`config.mk`:
```
export PLATFORM = sky130hd
export DESIGN_NAME = vec_lane_reduce
export DESIGN_NICKNAME = d
export VERILOG_FILES = /design/src/rtl/vec_lane_reduce.sv
export SDC_FILE = /design/constraint.sdc
export NUM_CORES = 1
export LEC_CHECK = 0
export CORE_MARGIN = 1
export CORE_UTILIZATION = 51
export CTS_BUF_LIST = sky130_fd_sc_hd__clkbuf_8
export DETAILED_ROUTE_END_ITERATION = 6
export MAX_ROUTING_LAYER = met4
export PLACE_DENSITY = 0.78
export SYNTH_ARGS = -nofsm -noshare
export SYNTH_HDL_FRONTEND = slang
export SYNTH_HIERARCHICAL = 1
export SYNTH_SLANG_ARGS = --single-unit
```
`constraint.sdc`:
```
create_clock -name clk -period 13.5 [get_ports clk]
set_input_delay 1.35 -clock clk [delete_from_list [all_inputs] [get_ports clk]]
set_output_delay 1.35 -clock clk [all_outputs]
set_load 0.02 [all_outputs]
```
`src/rtl/vec_lane_reduce.sv`:
```
// Horizontal fp16 lane reducer: sums the 16 lanes of a packed vector in fixed order.
// Latency: out_valid rises LANES-1 edges after the accepting edge; one vector per LANES+1 cycles.
// Backpressure: in_ready only in IDLE; sum/out_valid held in DONE until out_ready.
//
// Ports: clk/rst_n (sync active-low), in_vec/in_mask/in_valid/in_ready (input handshake),
//        sum/out_valid/out_ready (output handshake), busy (ACC or DONE).
// ip_add_no_latency: combinational IEEE fp16 adder, round-to-nearest-even, subnormals kept.

module ip_add_no_latency (
  input  logic [15:0] a,
  input  logic [15:0] b,
  output logic [15:0] y
);
  logic [15:0] big, sml;
  logic [5:0]  el, es, d, e, sh;
  logic [10:0] ml, ms;
  logic [13:0] xl, xs, n;
  logic [14:0] s;
  logic [3:0]  lz;
  logic [11:0] m12;
  logic        eff_sub, lost, rnd, hidden;
  logic        nan_a, nan_b, inf_a, inf_b;
  logic [9:0]  mant;

  always_comb begin
    nan_a = (&a[14:10]) & (|a[9:0]);
    nan_b = (&b[14:10]) & (|b[9:0]);
    inf_a = (&a[14:10]) & ~(|a[9:0]);
    inf_b = (&b[14:10]) & ~(|b[9:0]);

    // Order operands by magnitude so the subtraction below never goes negative.
    big = (a[14:0] >= b[14:0]) ? a : b;
    sml = (a[14:0] >= b[14:0]) ? b : a;
    el  = (big[14:10] == 5'd0) ? 6'd1 : {1'b0, big[14:10]};
    es  = (sml[14:10] == 5'd0) ? 6'd1 : {1'b0, sml[14:10]};
    ml  = {|big[14:10], big[9:0]};
    ms  = {|sml[14:10], sml[9:0]};
    d   = el - es;

    // Three extra low bits (guard/round/sticky); shifted-out bits jam into bit 0.
    xl   = {ml, 3'b000};
    xs   = {13'd0, |ms};
    lost = 1'b0;
    if (d < 6'd14) begin
      xs    = {ms, 3'b000} >> d;
      lost  = (({ms, 3'b000}) & ~(14'h3FFF << d)) != 14'd0;
      xs[0] = xs[0] | lost;
    end

    eff_sub = big[15] ^ sml[15];
    s = eff_sub ? ({1'b0, xl} - {1'b0, xs}) : ({1'b0, xl} + {1'b0, xs});

    lz = 4'd14;
    for (int i = 0; i < 14; i++) begin
      if (s[i]) lz = 4'(13 - i);
    end

    // Carry-out shifts right; otherwise shift left, but never below the subnormal exponent.
    sh = 6'd0;
    e  = el;
    n  = s[13:0];
    if (s[14]) begin
      n = {s[14:2], s[1] | s[0]};
      e = el + 6'd1;
    end else begin
      sh = ({2'b00, lz} > (el - 6'd1)) ? (el - 6'd1) : {2'b00, lz};
      n  = s[13:0] << sh;
      e  = el - sh;
    end

    rnd = n[2] & (n[1] | n[0] | n[3]);
    m12 = {1'b0, n[13:3]} + {11'd0, rnd};
    if (m12[11]) begin
      mant   = 10'd0;
      hidden = 1'b1;
      e      = e + 6'd1;
    end else begin
      mant   = m12[9:0];
      hidden = m12[10];
    end

    if (s == 15'd0) begin
      // Exact cancellation gives +0; only (-0)+(-0) keeps the sign.
      y = {~eff_sub & big[15], 15'd0};
    end else if (hidden && e >= 6'd31) begin
      y = {big[15], 15'h7C00};
    end else begin
      y = {big[15], (hidden ? e[4:0] : 5'd0), mant};
    end

    if (nan_a || nan_b || (inf_a && inf_b && (a[15] != b[15]))) y = 16'h7E00;
    else if (inf_a) y = a;
    else if (inf_b) y = b;
  end
endmodule

module vec_lane_reduce #(
  parameter int LANES = 16,
  parameter int W     = 16,
  parameter int CNT_W = 4
) (
  input  logic               clk,
  input  logic               rst_n,
  input  logic [LANES*W-1:0] in_vec,
  input  logic [LANES-1:0]   in_mask,
  input  logic               in_valid,
  output logic               in_ready,
  output logic [W-1:0]       sum,
  output logic               out_valid,
  input  logic               out_ready,
  output logic               busy
);
  typedef enum logic [1:0] {S_IDLE, S_ACC, S_DONE} state_t;

  state_t             state_q, state_d;
  logic [CNT_W-1:0]   cnt_q, cnt_d;
  logic [LANES*W-1:0] vec_q, vec_d;
  logic [LANES-1:0]   mask_q, mask_d;
  logic [W-1:0]       acc_q, acc_d;
  logic [W-1:0]       sum_q, sum_d;
  logic               out_valid_q, out_valid_d;
  logic [W-1:0]       lane_b, lane0_in, add_y;

  // Operands come only from the latched copy, so upstream may change in_vec after acceptance.
  assign lane_b   = mask_q[cnt_q] ? vec_q[cnt_q*W +: W] : '0;
  assign lane0_in = in_mask[0] ? in_vec[W-1:0] : '0;

  ip_add_no_latency u_add (
    .a (acc_q),
    .b (lane_b),
    .y (add_y)
  );

  always_comb begin
    state_d     = state_q;
    cnt_d       = cnt_q;
    vec_d       = vec_q;
    mask_d      = mask_q;
    acc_d       = acc_q;
    sum_d       = sum_q;
    out_valid_d = out_valid_q;
    case (state_q)
      S_IDLE: begin
        if (in_valid) begin
          vec_d   = in_vec;
          mask_d  = in_mask;
          acc_d   = lane0_in;
          cnt_d   = CNT_W'(1);
          state_d = S_ACC;
        end
      end
      S_ACC: begin
        if (cnt_q == CNT_W'(LANES - 1)) begin
          sum_d       = add_y;
          out_valid_d = 1'b1;
          cnt_d       = '0;
          state_d     = S_DONE;
        end else begin
          acc_d = add_y;
          cnt_d = cnt_q + CNT_W'(1);
        end
      end
      S_DONE: begin
        if (out_ready) begin
          out_valid_d = 1'b0;
          state_d     = S_IDLE;
        end
      end
      default: state_d = S_IDLE;
    endcase
  end

  always_ff @(posedge clk) begin
    if (!rst_n) begin
      state_q     <= S_IDLE;
      cnt_q       <= '0;
      vec_q       <= '0;
      mask_q      <= '0;
      acc_q       <= '0;
      sum_q       <= '0;
      out_valid_q <= 1'b0;
    end else begin
      state_q     <= state_d;
      cnt_q       <= cnt_d;
      vec_q       <= vec_d;
      mask_q      <= mask_d;
      acc_q       <= acc_d;
      sum_q       <= sum_d;
      out_valid_q <= out_valid_d;
    end
  end

  assign in_ready  = (state_q == S_IDLE);
  assign busy      = (state_q != S_IDLE);
  assign sum       = sum_q;
  assign out_valid = out_valid_q;
endmodule

```
==> reports/qor.yml, run 1 <==
status: "complete, but fails checks"
violations: "DRC"
start_util: 0.522
finalClockSkew_ns: 0.0258
drtPass1Iterations: 7
hold_viol: 0
antenna_left: 0
route.detailed.drc: 3
synth_edf_count: 0
cp-start-kind: "flip-flop"
dieArea_sq_um: 38600
drv_slew: 0
layout-drive-gt1-share: 0.219
nets: 3361
cpLargestDelayFamily: "compound AO/OA/AOI/OAI gates"
fin_tns_setup_ns: 0
cts_tree: "yes"
n_antenna_cell: 0
tightest_slew_ns: 1.20
syn_area_per_cell_sq_um: 7.66
max_cap_violations: 0
core_area_sq_um: 37000
via_count: 21800
place.gp.congestion: 1.03
grt_max_degree: 115
drt-total-wl_um: 75400
viasPerCell: 6.12
clk_latency_ns: 0.61
synth_seq_cells: 311
grt_pass1_wl_um: 113000
ios: 295
crit_type: "reg -> reg"
ys.flop_type: "dfxtp_1"
layout_common_cells: "696 x nand2_1, 368 x a21oi_1, 335 x buf_4"
clkSlewWorstSetupHoldPaths_ns: 0.07
fp.dieH_um: 197
use_met1: 0.437
finalSetupViolCount: 0
avgRoutedWirePerCell_um: 21.2
met3_usage: 0.0472
critical_path_buf_inv_count: 20
finalCriticalPeriod_ns: 13.25
relSlewSlack: 0.198
num_rows: 70
mostFrequentLayoutCell: "nand2_1"
cts.path.max_buffers: 3
cp_max_fo: 10
area.growth.synth_to_final_pct: 37.0
ys_async_sr_fraction: 0
first_global_vias: 21000
synthDistinctLibCells: 99
syn-cell-area_sq_um: 19300
crit_path_end_kind: "flip-flop"
cts_root_buf: "clkbuf_8"
synth_nets: 2854
die_width_um: 197
clock-sinks: 311
crit_slowest_cell: "or4_4"
grt_use_total: 0.387
fmax_mhz: 75.5
crit_path_max_incr_delay_ns: 0.63
first_iter_violations: 2009
synthCells: 2519
ys_seq_area_frac: 0.323
worstPathArrival_ns: 13.74
antenna_found_initial: 0
crit_top_cell: "buf_4"
h-tree-depth: 2
io_buffers: 294
fin_crit_sh: 0.981
grt.overflow.total: 0
ys_warn_count: 6
cts_buffers: 44
hp-class: "reg -> reg"
dpl.hpwl_um: 56600
use_met2: 0.639
cp.required_ns: 13.99
gr-max-usage-layer: "met2"
[logic make-up (layout without fill, tap and decap cells)]
logic type,after synthesis,in the layout,share of synthesized area
adders and majority gates,61,61,0.0397
xor gates and xnor gates,29,29,0.0132
AOI/OAI and AO/OA,714,714,0.230
and+or+nand+nor,1049,1049,0.237
DFF,311,311,0.323
buffers and inverters,252,784,0.0561
muxes,103,103,0.102
[flip-flops by register name (all words and copies together) (netlist names)]
signal     flops
acc_q         16
cnt_q          4
mask_q        16
out_valid      1
state_q        2
sum           16
vec_q        256
[layer usage]
layer | part of all wire | vias up
li1 | - | 9955
met1 | 0.37 | 10300
met2 | 0.49 | 1175
met3 | 0.067 | 335
met4 | 0.077 | 0
met5 | 0 | -
[timing repair]
item | CTS | global route
setup buffers | 12 | 35
endpoints found under the setup margin | 30 | 30
pin swaps | 10 | 59
resized for setup | 21 | 118
hold buffers | 0 | 0
[worst register-to-register path: cells and delay by family (launching register included)]
family | cells | cell delay [ns]
AOI/OAI and AO/OA | 27 | 4.52
xor gates and xnor gates | 2 | 0.44
adders and majority gates | 7 | 1.45
buffers and inverters | 20 | 2.49
DFF | 1 | 0.41
muxes | 1 | 0.50
and+or+nand+nor | 16 | 3.34
[path summary, 6_finish.rpt]
| kind | cells after the start | end | startpoint | slack, ns |
|---|---|---|---|---|
| setup reg to reg | 73 | acc_q[6] | cnt_q[0] | 0.25 |
| hold reg to reg | 2 | mask_q[3] | mask_q[3] | 0.45 |
| setup / recovery | 73 | acc_q[6] | cnt_q[0] | 0.25 |
| hold / removal | 2 | mask_q[3] | mask_q[3] | 0.45 |
[final cells by class]
| class | instances | area (sq um) |
|---|---|---|
| tap | 504 | 631 |
| multi-input combinational | 1956 | 12700 |
| fill | 2823 | 10500 |
| clock buffer | 53 | 729 |
| timing repair buffer | 647 | 5750 |
| sequential | 311 | 6230 |
| inverter | 66 | 258 |
| clock inverter | 18 | 114 |
[stage by stage]
step	cell area, sq um	setup slack, ns	util	std cells	hold slack, ns
floorplan	19500	0.0160	-	2519	0.433
global placement	24600	0.145	0.666	3438	0.438
detailed placement	24600	-0.253	0.666	3438	0.443
CTS	25600	0.0308	0.694	3521	0.452
global route	26400	-0.358	0.716	3555	0.472
finish	26400	0.251	0.716	3555	0.453
[synth_stat cells, types with 20 or more instances]
master,number,area (sq um)
a22oi_1,34,255
mux4_2,73,1640
mux2i_1,20,200
clkbuf_1,111,417
buf_2,60,300
a21oi_1,385,1930
o21ai_0,67,335
inv_1,61,229
dfxtp_1,311,6230
nand3_1,57,285
nor3_1,39,195
ha_1,58,726
nor2_1,110,413
a211oi_1,22,165
nand2_1,702,2640
Power of run 1 is not shown: default switching activity piles up to over one toggle a cycle in this logic, so the estimate is an artifact.
==> run 2, diff against run 1 <==
--- a/config.mk
+++ b/config.mk
@@ -11,7 +11,7 @@
 export DETAILED_ROUTE_END_ITERATION = 6
 export MAX_ROUTING_LAYER = met4
 export PLACE_DENSITY = 0.78
+export SLEW_MARGIN = 20
 export SYNTH_ARGS = -nofsm -noshare
 export SYNTH_HDL_FRONTEND = slang
-export SYNTH_HIERARCHICAL = 1
 export SYNTH_SLANG_ARGS = --single-unit
==> run 2 against run 1 <==
Net effect:
- the run now ends clean
- via count decreased by 9.9%
- clock skew grew 0.0063 ns
- sequential share of layout area grew 2.3 points
- clock-buffer cell count is 6 higher
- maximum frequency increased by 3.0%
- synthesized area down 0.64%
- cell count decreased by 9.3%
- largest cell class unchanged
- highest routed layer unchanged
==> reports/qor.yml, run 2 <==
fin_crit_sh: 0.953  # was 0.981
synth_edf_count: 0  # unchanged
antenna_left: 0  # unchanged
ys_async_sr_fraction: 0  # unchanged
avgRoutedWirePerCell_um: 21.1  # was 21.2 um
ff2ff_path_depth: 64  # was 73
num_rows: 70  # unchanged
drv_slew: 0  # unchanged
clk_latency_ns: 0.61  # about the same
ys_top_cells_by_area: "dfxtp_1 32%, nand2_1 13%, mux4_2 8.6%"  # was dfxtp_1 32%, nand2_1 14%, a21oi_1 10%
finalSetupViolCount: 0  # unchanged
ys_seq_area_frac: 0.325  # was 0.323
nets: 3052  # was 3,361
worstPathArrival_ns: 13.37  # was 13.74 ns
drt-total-wl_um: 67900  # was 75,400 um
cts_root_buf: "clkbuf_8"  # unchanged
cts_tree: "yes"  # unchanged
hp-class: "reg -> reg"  # unchanged
fin_tns_setup_ns: 0  # unchanged
crit_path_end_kind: "flip-flop"  # unchanged
layout-drive-gt1-share: 0.136  # was 0.219
grt.overflow.total: 0  # unchanged
r2r-start: "cnt_q[0]"  # unchanged
h-tree-depth: 2  # unchanged
grt_pass1_wl_um: 102000  # was 113,000 um
holdCritStartpoint: "sum[5]"  # was mask_q[3]
io_buffers: 294  # unchanged
relSlewSlack: 0.265  # was 0.198
r2r_setup_slack_ns: 0.63  # was 0.25 ns
synthDistinctLibCells: 106  # was 99
cp_max_fo: 21  # was 10
max_cap_violations: 0  # unchanged
cp.required_ns: 14.00  # was 13.99 ns
tightest_slew_ns: 1.10  # was 1.20 ns
holdPathStages: 2  # unchanged
synth_top_area_share: 0.325  # was 0.323
antenna_found_initial: 1  # was 0
area.growth.synth_to_final_pct: 25.4  # was 37.0%
route.detailed.drc: 0  # was 3
crit_type: "reg -> reg"  # unchanged
die_width_um: 196  # was 197 um
cp-start-kind: "flip-flop"  # unchanged
drtPass1Iterations: 6  # was 7
first_iter_violations: 1684  # was 2,009
viasPerCell: 6.09  # was 6.12
via_count: 19600  # was 21,800
dieArea_sq_um: 38400  # was 38,600 sq um
cts.path.max_buffers: 3  # unchanged
dp.cells: 3112  # was 3,438
syn_area_per_cell_sq_um: 7.90  # was 7.66 sq um
clock-sinks: 311  # unchanged
largest-register: "vec_q"  # unchanged
clkSlewWorstSetupHoldPaths_ns: 0.06  # was 0.07 ns
final_cells: 3223  # was 3,555
timing.hold.ws_ns: 0.453  # about the same
layout_common_cells: "677 x nand2_1, 309 x dfxtp_1, 293 x clkdlybuf4s50_1"  # was 696 x nand2_1, 368 x a21oi_1, 335 x buf_4
dpl.hpwl_um: 51000  # was 56,600 um
synthCells: 2428  # was 2,519
ios: 295  # unchanged
syn-cell-area_sq_um: 19200  # was 19,300 sq um
first_global_vias: 18800  # was 21,000
ys.flop_type: "dfxtp_1"  # unchanged
start_util: 0.521  # was 0.522
finalClockSkew_ns: 0.0320  # was 0.0258 ns
synth_nets: 2762  # was 2,854
mostFrequentLayoutCell: "nand2_1"  # unchanged
crit_top_cell: "nor2_1"  # was buf_4
fmax_mhz: 77.7  # was 75.5 MHz
yosysTopAreaCell: "dfxtp_1"  # unchanged
yosys.cell_count.top_type: "nand2_1"  # unchanged
crit_slowest_cell: "mux4_2"  # was or4_4
r2r-end: "acc_q[12]"  # was acc_q[6]
hold_viol: 0  # unchanged
status: "completed"  # was complete, but fails checks
cts_buffers: 48  # was 44
ys_warn_count: 0  # was 6
largest_reg_flops: 256  # unchanged
grt_use_total: 0.349  # was 0.387
synth_seq_cells: 311  # unchanged
grt_max_degree: 102  # was 115
crit_path_max_incr_delay_ns: 0.53  # was 0.63 ns
place.gp.congestion: 1.02  # was 1.03
holdPathEnd: "sum[5]"  # was mask_q[3]
finalCriticalPeriod_ns: 12.87  # was 13.25 ns
core_area_sq_um: 36800  # was 37,000 sq um
synth_common_cells: "678 x nand2_1, 311 x dfxtp_1, 272 x a21oi_1"  # was 702 x nand2_1, 385 x a21oi_1, 311 x dfxtp_1
fp.dieH_um: 196  # was 197 um
utilization: 0.654  # was 0.716
-- run 2: metrics by stage --
step	setup WS (ns)	area (sq um)
after floorplan	0.149	19200
after global placement	0.445	22700
after detailed placement	0.233	22700
after CTS	0.168	23600
after global routing	-0.0702	24100
final	0.630	24100
-- run 2: routing by layer --
| metal | global-route usage | vias to the layer above | part of all wire |
|---|---|---|---|
| li1 | - | 9152 | - |
| met1 | 0.413 | 9313 | 0.39 |
| met2 | 0.576 | 938 | 0.48 |
| met3 | 0.0399 | 221 | 0.067 |
| met4 | 0.205 | 0 | 0.063 |
| met5 | - | - | 0 |
-- run 2: cell families after synthesis --
| family | Yosys count | share of synthesized area |
|---|---|---|
| compound gates | 707 | 0.246 |
| fa+ha+maj | 58 | 0.0382 |
| simple gates | 978 | 0.218 |
| xor+xnor | 27 | 0.0127 |
| mux | 108 | 0.106 |
| flops | 311 | 0.325 |
| buf+inv | 239 | 0.0538 |
-- run 2: repair_timing --
item | in CTS | in global routing
setup endpoints to repair | 0 | 30
setup buffers | 0 | 23
resized for setup | 0 | 43
hold endpoints to repair | 0 | 0
hold buffers | 0 | 0
-- run 2: worst max-delay path by stage --
stage / from / endpoint / depth (start not counted)
detailed placement: cnt_q[0] / acc_q[6] / 62
global route: cnt_q[0] / acc_q[14] / 69
CTS: cnt_q[0] / acc_q[12] / 63
finish: cnt_q[0] / acc_q[12] / 64
global placement: cnt_q[0] / acc_q[14] / 61
floorplan: cnt_q[0] / acc_q[12] / 71
-- run 2: final cells by class --
class / count / area (sq um)
inverters: 66 / 253
clock inverters: 27 / 134
clock buffers: 59 / 812
fillers: 3070 / 12700
well taps: 468 / 586
flip-flops and latches: 311 / 6230
repair buffers: 412 / 3900
multi-input cells: 1879 / 12100
diodes: 1 / 2.50
-- run 2: worst max-delay path: cells and delay by family, from the launching register on --
family,cells,cell delay (ns)
adders and majority gates,7,1.88
DFF,1,0.42
and+or+nand+nor,21,3.26
xor gates and xnor gates,4,0.76
buffers and inverters,7,1.07
muxes,2,0.84
AOI/OAI and AO/OA,23,4.48
Power of run 2 is left out for the same reason.
==> run 3, diff against run 2 <==
--- a/config.mk
+++ b/config.mk
@@ -11,7 +11,7 @@
 export DETAILED_ROUTE_END_ITERATION = 6
 export MAX_ROUTING_LAYER = met4
 export PLACE_DENSITY = 0.78
-export SLEW_MARGIN = 20
+export SLEW_MARGIN = 10
 export SYNTH_ARGS = -nofsm -noshare
 export SYNTH_HDL_FRONTEND = slang
 export SYNTH_SLANG_ARGS = --single-unit
==> results of run 3 <==
Same layout as run 2: the final DEF is identical, and so are final timing and power.
Power of run 3 is left out for the same reason.
==> RTL edit 1: new RTL, config.mk and constraints of run 2 <==
Change the parameter `CNT_W` from 4 to 6.
--- a/src/rtl/vec_lane_reduce.sv
+++ b/src/rtl/vec_lane_reduce.sv
@@ -98,5 +98,5 @@
   parameter int LANES = 16,
   parameter int W     = 16,
-  parameter int CNT_W = 4
+  parameter int CNT_W = 6
 ) (
   input  logic               clk,
Function: no difference found for any inputs over 10 cycles, from zero or initial values and one cycle with rst_n low; that may be too few to reach the edited logic, so the function may still have changed.
==> RTL edit 1 against run 2 <==
Synthesized cell count is 3.7% higher. Worst setup slack got worse by 65 ps. Final area increased by 8.8%. Critical path type unchanged. Area after synthesis grew 5.4%. Highest routed layer unchanged. Routed wire length up 7.5%. Hold slack improved by 8.9 ps. First-iteration DRC count is 6.1% higher. Sequential cell count increased by 2.
Power is left out: the tool's default activity adds up to more than one toggle a clock period on the data nets, which glitch-free logic cannot reach.
==> RTL edit 1: results (changes against run 2) <==
| Metric | Value |
|---|---|
| Crit path DAT | 13400 ps (+30 ps) |
| DR iter-0 viols | 1786 (+6.1%) |
| Via density | 6.04 (-0.87%) |
| Synth unique cells | 106 (unchanged) |
| Critical-path top delay cell | a2111o_2 |
| DP HPWL | 55200 µm (+8.1%) |
| Fraction of layout cells with a size suffix above 1 | 16.6% (+3.1 points) |
| Total CTS buffers | 49 (+2.1%) |
| Crit-path max FO | 10 (-52%) |
| Fin nets | 3234 (+6.0%) |
| Most flop-heavy register | vec_q |
| Post-synthesis average cell area | 8.02 µm² (+1.6%) |
| Synthesized Nets | 2853 (+3.3%) |
| Outcome | complete, no violations |
| Root Buffer | clkbuf_8 |
| Initial antenna violation count | 2 (+1) |
| Worst Skew | 9.67 ps (-22.4 ps) |
| Synth top area cells | dfxtp_1 (31%), nand2_1 (13%), a21boi_0 (10%), mux4_2 (7.4%), ha_1 (3.5%) |
| Clock slew at the register clock pins of the worst setup and hold paths | 60 ps (about the same) |
| DP Cell Count | 3340 (+7.3%) |
| Max-cap viol count | 0 (unchanged) |
| Async set or reset register ratio after synthesis | 0% (unchanged) |
| CP startpoint kind | flop |
| Commonest cells in the netlist | nand2_1 (676), dfxtp_1 (313), a21boi_0 (277) |
| GPL Wtd Cong | 1.05 (+2.3%) |
| Worst relative slew slack | 17.1% (-9.5 points) |
| First-pass GRT wire length | 111000 µm (+8.7%) |
| Final wirelength | 73100 µm (+7.5%) |
| Sequential fraction of the synthesis area | 31.0% (-1.5 points) |
| Max stage delay on crit path | 500 ps (-30 ps) |
| Skew-Pair Late Insertion Delay | 590 ps (-20 ps) |
| GRT Resource Usage Total | 35.9% (+0.98 points) |
| Top Family by Delay on Critical Path | compound AO/OA/AOI/OAI gates |
| Fin cells | 3458 (+7.3%) |
| Largest net degree at the start of global routing | 246 (+140%) |
| Vias in the first global route | 20200 (+7.6%) |
## RTL edit 1: metrics by stage
| stage | setup slack, ps | instance area [µm²] | TNS (ps) |
|---|---|---|---|
| 3_3_place_gp | 382 | 24600 | 0 |
| 6_report | 566 | 26200 | 0 |
| 3_5_place_dp | -161 | 24600 | -1830 |
| 5_1_grt | -80.3 | 26200 | -616 |
| 2_1_floorplan | 2.00 | 20300 | 0 |
| 4_1_cts | 37.1 | 25600 | 0 |
## RTL edit 1: what timing repair did
item / CTS / global route
setup buffers: 2 / 22
gates resized for setup: 4 / 69
endpoints found under the setup margin: 24 / 30
gates cloned: 0 / 3
pin swaps: 0 / 25
## RTL edit 1: layout make-up
class | instances | area, µm²
Inverter | 66 | 255
Clock buffer | 67 | 922
Sequential cell | 313 | 6280
Tap cell | 518 | 648
Fill cell | 3205 | 12700
Antenna cell | 2 | 5.00
Multi-Input combinational cell | 1964 | 13300
Clock inverter | 22 | 93.8
Timing Repair Buffer | 506 | 4670
## RTL edit 1: layer usage
layer | global-route usage [%] | vias up | share of wire [%]
met3 | 3.02 | 267 | 5.8
li1 | - | 9738 | -
met1 | 41.1 | 9947 | 38
met2 | 61.4 | 919 | 49
met5 | - | - | 0
met4 | 21.5 | 0 | 6.7
## RTL edit 1: logic make-up after synthesis
logic type                 count (synthesis)  synth area share (%)
AOI/OAI and AO/OA                        713                  26.1
xor gates and xnor gates                  35                  1.55
adders and majority gates                 58                  3.63
buffers and inverters                    244                  5.10
DFF                                      313                  31.0
muxes                                    127                  10.5
and+or+nand+nor                         1029                  22.1
## RTL edit 1: worst min-delay path, cell delays in order (launching register included)
cell and delay, ps:
dfxtp_1 320, nand2_1 40, o21ai_0 60
## RTL edit 1: worst paths after layout
| path | cells past startpoint | end | slack [ps] |
|---|---|---|---|
| max reg2reg | 72 | acc_q[2] | 570 |
| min | 2 | sum[5] | 460 |
| max | 72 | acc_q[2] | 570 |
| min reg2reg | 2 | sum[5] | 460 |
==> RTL edit 2: new RTL, settings of run 2 <==
Without the edit above. Reset style: asynchronous (`rst_n`), changed in one clocked block.
--- a/src/rtl/vec_lane_reduce.sv
+++ b/src/rtl/vec_lane_reduce.sv
@@ -171,5 +171,5 @@
   end
 
-  always_ff @(posedge clk) begin
+  always_ff @(posedge clk or negedge rst_n) begin
     if (!rst_n) begin
       state_q     <= S_IDLE;
Check against the original RTL: differs if rst_n is asserted again (counterexample within 4 cycles, from zero or initial values and one cycle with rst_n low); with rst_n held inactive, the same outputs for 10 cycles.
==> RTL edit 2 against run 2 <==
Final area up 5.1%. Hold slack better by 18 ps. Via count down 2.1%. Worst setup slack worse by 96 ps. Area after synthesis up 3.0%. Routed wire length up 3.2%. Sequential cell count unchanged. Utilization up 1.4 points. Critical path type unchanged. Largest cell class unchanged.
Power is not shown: default switching activity piles up to over one toggle a cycle in this logic, so the estimate is an artifact.
==> RTL edit 2: results (changes against run 2) <==
| Metric | Value |
|---|---|
| Outcome | complete, no violations |
| End of the critical path | acc_q[9] |
| Fin nets | 3028 (-0.79%) |
| Ant diodes | 4 (+3) |
| GRT Resource Usage Total | 36.7% (+1.7 points) |
| Worst Skew | 24.0 ps (-8.08 ps) |
| Worst slack, placed | -88.4 ps (-322 ps) |
| Synthesized Nets | 2698 (-2.3%) |
| Fmax | 0.0771 GHz (-0.74%) |
| CTS resizes | 1 (+1) |
| Skew-Pair Late Insertion Delay | 640 ps (+30 ps) |
| Xor and xnor area share after synthesis | 1.60% (+0.32 points) |
| Crit-path max FO | 11 (-48%) |
| Worst setup startpoint | cnt_q[0] |
| Post-DR wirelength/cell | 21.6 µm (+2.3%) |
| Via density | 5.91 (-2.9%) |
| Initial antenna violation count | 3 (+2) |
| Async set or reset register ratio after synthesis | 100% (+100 points) |
| Area added between synthesis and finish | 28.1% |
| Reg2reg setup slack | 530 ps (-100 ps) |
| DP HPWL | 52600 µm (+3.0%) |
| Total CTS buffers | 52 (+8.3%) |
| Area of the multi-input gates | 11400 µm² (-5.9%) |
| # fillers | 3076 (+0.20%) |
| Multi-input combinational area share | 45.1% (-5.3 points) |
| Synth unique cells | 115 (+8.5%) |
| GPL Wtd Cong | 1.02 (about the same) |
| Path depth of the worst reg2reg path | 66 (+3.1%) |
| DR iter-0 viols | 1882 (+12%) |
| Post-synthesis average cell area | 8.35 µm² (+5.7%) |
| Grt met2 use | 58.4% (+0.73 points) |
| Worst relative slew slack | 32.5% (+6.0 points) |
| Buffering overhead | 15.6% (-0.58 points) |
| CLK BUF | 72 (+22%) |
| Multi-In Gates | 1862 (-0.90%) |
| Commonest cells in the netlist | nand2_1 (972), dfrtp_1 (311), nor2_1 (107) |
| Clock-cell share of area | 5.00% (+1.1 points) |
| DP Area | 23500 µm² (+3.5%) |
| Sequential fraction of the synthesis area | 39.4% (+7.0 points) |
| Register area | 7790 µm² (+25%) |
| Non-clk invs | 56 (-15%) |
| Fraction of layout cells with a size suffix above 1 | 13.8% (+0.20 points) |
| Num sequential | 311 (unchanged) |
| GR Layer Usage met3 | 4.49% (+0.50 points) |
| Final wirelength | 70100 µm (+3.2%) |
| Count of non-CTS buffers in the layout | 411 (-0.24%) |
| Vias in the first global route | 18900 (+0.24%) |
| Prevailing post-synth register cell | dfrtp_1 |
| Critical-path top delay cell | mux4_2 |
| First-pass GRT wire length | 107000 µm (+4.2%) |
| Synth Area in Adders | 3.76% (-0.059 points) |
| Synth Area in Compound Gates | 14.9% (-9.8 points) |
[RTL edit 2: worst min path at each step]
stage / startpoint / to / slack (ps)
final: vec_q[174] / vec_q[174] / 470
after global routing: vec_q[150] / vec_q[150] / 490
after CTS: vec_q[238] / vec_q[238] / 470
after detailed placement: vec_q[174] / vec_q[174] / 460
after global placement: mask_q[8] / mask_q[8] / 450
after floorplan: mask_q[9] / mask_q[9] / 440
[RTL edit 2: kinds of logic (layout without fill, tap and decap cells)]
family                     Yosys count  count (layout)
AOI/OAI and AO/OA                  406             407
xor gates and xnor gates            33              33
adders and majority gates           59              59
buffers and inverters              192             563
DFF                                311             311
muxes                              103             103
other                                0               4
and+or+nand+nor                   1260            1260
[RTL edit 2: per-layer routing]
layer / wire [µm] / vias to the layer above
met2: 33300 / 792
met1: 29600 / 9463
met5: 0 / -
li1: - / 8811
met3: 4380 / 148
met4: 2880 / 0
